**src/rtl/eccop_job_sched.sv**
```systemverilog
// Round-robin job scheduler sharing one eccop_mcu sequencer; supervises each job with watchdog and abort.
// Optional ECCOP_SCHED_PRIO_EN: requester 0 becomes a high-priority lane that bypasses round-robin.
module eccop_job_sched #(
  parameter int P_NREQ         = 4,
  parameter int P_MEMSIZE_LOG2 = 9,
  parameter int P_TIMEOUT_LOG2 = 16,
  localparam int P_IDW         = (P_NREQ > 1) ? $clog2(P_NREQ) : 1
) (
  input  logic                             clk,
  input  logic                             reset,
  input  logic [P_NREQ-1:0]                req_valid,
  input  logic [P_NREQ*P_MEMSIZE_LOG2-1:0] req_addr,
  output logic [P_NREQ-1:0]                req_ready,
  output logic [P_NREQ-1:0]                done,
  output logic [1:0]                       done_status,
  input  logic                             abort,
  output logic                             busy,
  output logic [P_IDW-1:0]                 busy_id,
  output logic [P_MEMSIZE_LOG2-1:0]        op_start_addr,
  output logic                             op_start_en,
  output logic                             op_start_wr,
  input  logic                             op_running
);

  typedef enum logic [2:0] {S_IDLE, S_START, S_WAIT, S_RUN, S_STOP, S_DONE} state_t;

  state_t                      r_state;
  logic [P_IDW-1:0]            r_rr_ptr;
  logic [P_TIMEOUT_LOG2-1:0]   r_wdog;
  logic [1:0]                  r_status;
  logic [P_NREQ-1:0]           r_done;
  logic [1:0]                  r_done_status;
  logic                        r_busy;
  logic [P_IDW-1:0]            r_busy_id;
  logic [P_MEMSIZE_LOG2-1:0]   r_op_addr;
  logic                        r_op_en;
  logic                        r_op_wr;

  logic                        w_win_vld;
  logic [P_IDW-1:0]            w_win_id;
  logic [P_IDW-1:0]            w_cand;
  logic [P_NREQ-1:0]           w_owner_oh;

  // Search starts one past the last winner so every requester is served in turn.
  always_comb begin
    w_win_vld = 1'b0;
    w_win_id  = '0;
    w_cand    = '0;
    for (int k = 1; k <= P_NREQ; k++) begin
      w_cand = P_IDW'((int'(r_rr_ptr) + k) % P_NREQ);
`ifdef ECCOP_SCHED_PRIO_EN
      if (!w_win_vld && (w_cand != '0) && req_valid[w_cand]) begin
`else
      if (!w_win_vld && req_valid[w_cand]) begin
`endif
        w_win_vld = 1'b1;
        w_win_id  = w_cand;
      end
    end
`ifdef ECCOP_SCHED_PRIO_EN
    if (req_valid[0]) begin
      w_win_vld = 1'b1;
      w_win_id  = '0;
    end
`endif
  end

  assign req_ready   = (reset && (r_state == S_IDLE) && w_win_vld) ? (P_NREQ'(1) << w_win_id) : '0;
  assign w_owner_oh  = P_NREQ'(1) << r_busy_id;

  always_ff @(posedge clk or negedge reset) begin
    if (!reset) begin
      r_state       <= S_IDLE;
      r_rr_ptr      <= P_IDW'(P_NREQ - 1);
      r_wdog        <= '0;
      r_status      <= 2'b00;
      r_done        <= '0;
      r_done_status <= 2'b00;
      r_busy        <= 1'b0;
      r_busy_id     <= '0;
      r_op_addr     <= '0;
      r_op_en       <= 1'b0;
      r_op_wr       <= 1'b0;
    end else begin
      case (r_state)
        S_IDLE: begin
          if (w_win_vld) begin
`ifdef ECCOP_SCHED_PRIO_EN
            if (w_win_id != '0) r_rr_ptr <= w_win_id;
`else
            r_rr_ptr <= w_win_id;
`endif
            r_busy_id <= w_win_id;
            r_op_addr <= req_addr[w_win_id*P_MEMSIZE_LOG2 +: P_MEMSIZE_LOG2];
            r_op_en   <= 1'b1;
            r_op_wr   <= 1'b1;
            r_busy    <= 1'b1;
            r_state   <= S_START;
          end
        end
        S_START: begin
          r_op_wr <= 1'b0;
          r_state <= S_WAIT;
        end
        S_WAIT: begin
          r_wdog  <= '0;
          r_state <= S_RUN;
        end
        S_RUN: begin
          // Completion outranks abort, which outranks timeout.
          if (!op_running) begin
            r_done        <= w_owner_oh;
            r_done_status <= 2'b00;
            r_state       <= S_DONE;
          end else if (abort) begin
            r_status <= 2'b10;
            r_op_en  <= 1'b0;
            r_op_wr  <= 1'b1;
            r_state  <= S_STOP;
          end else if (&r_wdog) begin
            r_status <= 2'b01;
            r_op_en  <= 1'b0;
            r_op_wr  <= 1'b1;
            r_state  <= S_STOP;
          end else begin
            r_wdog <= r_wdog + 1'b1;
          end
        end
        S_STOP: begin
          r_op_wr       <= 1'b0;
          r_done        <= w_owner_oh;
          r_done_status <= r_status;
          r_state       <= S_DONE;
        end
        S_DONE: begin
          r_done        <= '0;
          r_done_status <= 2'b00;
          r_busy        <= 1'b0;
          r_state       <= S_IDLE;
        end
        default: r_state <= S_IDLE;
      endcase
    end
  end

  assign done          = r_done;
  assign done_status   = r_done_status;
  assign busy          = r_busy;
  assign busy_id       = r_busy_id;
  assign op_start_addr = r_op_addr;
  assign op_start_en   = r_op_en;
  assign op_start_wr   = r_op_wr;

endmodule

```
**config.mk**
```make
export PLATFORM = sky130hd
export DESIGN_NAME = eccop_job_sched
export DESIGN_NICKNAME = d
export VERILOG_FILES = /design/src/rtl/eccop_job_sched.sv
export SDC_FILE = /design/constraint.sdc
export NUM_CORES = 1
export LEC_CHECK = 0
export BUFFER_PORTS_ARGS = -buffer_cell sky130_fd_sc_hd__buf_2
export CAP_MARGIN = 10
export CELL_PAD_IN_SITES_DETAIL_PLACEMENT = 1
export CELL_PAD_IN_SITES_GLOBAL_PLACEMENT = 1
export CORE_MARGIN = 3
export CORE_UTILIZATION = 43
export DETAILED_ROUTE_END_ITERATION = 10
export HOLD_SLACK_MARGIN = 0.1
export PLACE_DENSITY = 0.95
export SYNTH_ARGS = -nofsm -noshare
export SYNTH_HDL_FRONTEND = slang
export SYNTH_SLANG_ARGS = --single-unit
```
**constraint.sdc**
```tcl
create_clock -name clk -period 5.8 [get_ports clk]
set_input_delay 0.58 -clock clk [delete_from_list [all_inputs] [get_ports clk]]
set_output_delay 0.58 -clock clk [all_outputs]
set_load 0.05 [all_outputs]
```
==> results.py <==
metrics = {
    "outcome": {
        "outcome": "completed",
    },
    "finish": {
        "antenna_cells": 0,
        "fillers": 665,
        "layout_common_cells": "buf_2, dfrtp_1, nor2_1",
        "seqCellArea_um2": 1080,
        "final_cells": 393,
        "final_core_util": 0.534,
        "final_common_cell": "buf_2",
        "multi_input_area_um2": 1350,
        "fin_nets": 365,
        "layout-drive-gt1-share": 0.324,
        "syn_to_final_growth_pct": 16.9,
        "postLayoutCellArea_um2": 3010,
    },
    "sta": {
        "hold_viol": 0,
        "fin_crit_ns": 3.01,
        "setup_violations": 0,
        "finalCritPeriodShare": 0.520,
        "setup_slack_ns": 2.79,
        "tightestPinTransition_ns": 0.861,
        "rsz0062_at_grt": "no",
        "drv_slew": 0,
        "hold-worst-slack_ns": 0.354,
        "fmax_mhz": 332,
        "skew_ns": 0.00662,
        "relSlewSlack": 0.426,
        "fin_setup_tns_ns": 0,
    },
    "cts": {
        "cts_tree": "built",
        "cts_setup_buffers": 0,
        "h-tree-depth": 2,
        "holdBufCountCts": 0,
        "cts-root-buf": "clkbuf_8",
        "path_clk_slew_ns": 0.09,
        "cts_sinks": 43,
        "cts_buffers": 5,
        "clock_latency_ns": 0.30,
        "cts_resized": 0,
        "cts_buffer_depth": 2,
    },
    "flow_run": {
        "maxCapViolCount": 0,
    },
    "critical_path": {
        "end_kind": "output port",
        "rr_endpoint": "op_start_addr[8]",
        "reg2reg_slack_ns": 3.41,
        "start_kind": "flip-flop",
        "worstPathRequired_ns": 5.22,
        "worstPathMaxFanout": 19,
        "reg2reg_depth": 4,
        "worstSetupStartpoint": "r_rr_ptr[0]",
        "r2r_start": "r_rr_ptr[0]",
        "crit_type": "reg -> out",
        "endpoint": "req_ready[1]",
        "cp_data_arrival_time_ns": 2.43,
    },
    "yosys": {
        "synth_top_area_frac": 0.398,
        "synth.distinct_cells": 60,
        "yosysWarnings": 0,
        "async_flop_share": 1.00,
        "synth_top_area_cell": "dfrtp_1",
        "synth_cells": 261,
        "ys.flop_type": "dfrtp_1",
        "syn-num-nets": 306,
        "syn_avg_cell_area_um2": 9.88,
        "synth_seq_cells": 43,
        "synth_edf_count": 0,
        "synth.area.top_cells": "dfrtp_1, mux2i_1, nor2_1",
        "synth_area_um2": 2580,
        "ys_seq_area_frac": 0.418,
    },
    "place": {
        "hpwl_mm": 4.78,
        "gpl.final_weighted_congestion": 0.795,
        "pre_cts_ws_ns": 2.92,
        "port-buffer-count": 67,
        "place_area_um2": 2900,
        "placedCellCount": 385,
    },
    "global_route": {
        "grtUsageTotal": 0.205,
        "gr-usage-met1": 0.252,
        "globalRouteMet2Util": 0.365,
        "grt_pass1_vias": 2412,
        "busiest_layer": "met2",
        "grt_overflow": 0,
        "grt_first_pass_wirelength_mm": 11.9,
        "use_met3": 0.0298,
        "antenna_found_initial": 0,
        "grt_max_degree": 46,
    },
    "routing": {
        "dr_total_vias": 2265,
        "drt_iter0_drc": 85,
        "wl_per_cell_um": 17.4,
        "ant_nets": 0,
        "drt-total-wl_mm": 6.86,
        "post-route-drc-count": 0,
        "vias_per_cell": 5.76,
        "dr.pass1.iters": 4,
    },
    "floorplan": {
        "start_util": 0.457,
        "core_um2": 5640,
        "core.rowCount": 27,
        "die_x_um": 83.4,
        "die_h_um": 83.4,
        "ios": 68,
        "die_area_um2": 6960,
    },
    "pwr": {
        "max-vdd-ir-drop_v": 0.000237,
        "p_per_area_nw_per_um2": 505,
        "p_leak_nw": 1.40,
        "power_mw": 1.52,
    },
    "worst_hold_path": {
        "hp-class": "in -> async",
    },
}
## layout make-up
| cell class | count | area share |
|---|---|---|
| flip-flops and latches | 43 | 0.358 |
| multi-input cells | 193 | 0.447 |
| well taps | 72 | 0.0299 |
| clock inverters | 2 | 0.0116 |
| inverters | 8 | 0.00996 |
| repair buffers | 69 | 0.116 |
| clock buffers | 6 | 0.0274 |
## flip-flops by register name (all words and copies together), names as in the netlist
name / flops
r_wdog: 16
done: 4
r_status: 2
r_rr_ptr: 2
done_status: 2
busy_id: 2
op_start_addr: 9
op_start_wr: 1
op_start_en: 1
r_state: 3
busy: 1
## synthesized netlist by cell type (5+ instances only)
cell / number
dfrtp_1: 41
nor2_1: 28
nand2_1: 21
nand3_1: 20
mux2i_1: 11
mux2_2: 9
xor2_1: 9
a221o_1: 8
inv_1: 7
nor2b_1: 7
a21oi_1: 6
o21ai_0: 6
buf_2: 5
buf_6: 5
## layer usage
layer,wire (um),up-vias,part of all wire
met1,2940,1139,0.43
met3,234,11,0.034
met5,0,-,0
met2,3560,53,0.52
met4,127,0,0.019
li1,-,1062,-
## cells by family (layout without fill, tap and decap cells)
group / Yosys count / in the layout / share of synthesized area
DFF: 43 / 43 / 0.418
and+or+nand+nor: 108 / 108 / 0.228
AOI/OAI and AO/OA: 50 / 50 / 0.160
xor gates and xnor gates: 13 / 13 / 0.0442
muxes: 21 / 21 / 0.0864
adders and majority gates: 1 / 1 / 0.00485
buffers and inverters: 25 / 85 / 0.0592
## how the worst min path moves through the flow
stage | startpoint | endpoint | slack (ns) | cells after the start
after global placement | done[3] | done[3] | 0.46 | 2
final | reset | r_wdog[12] | 0.35 | 2
after global routing | reset | r_wdog[12] | 0.40 | 2
after CTS | reset | r_wdog[12] | 0.37 | 2
after detailed placement | done[1] | done[1] | 0.47 | 2
after floorplan | reset | busy | 0.28 | 0
## power by group
| group | internal [mW] | switching [mW] | leakage (nW) |
|---|---|---|---|
| Sequential | 0.403 | 0.104 | 0.544 |
| Clock | 0.140 | 0.111 | 0.0612 |
| Combinational | 0.240 | 0.525 | 0.797 |
## critical path, stage by stage (launching register included)
cell and delay, ns:
dfstp_2 0.57, and3b_1 0.21, o31ai_4 0.74, nand3_1 0.19, nor2b_1 0.15, buf_2 0.28
Note: power is estimated with default switching activity, not from simulation.
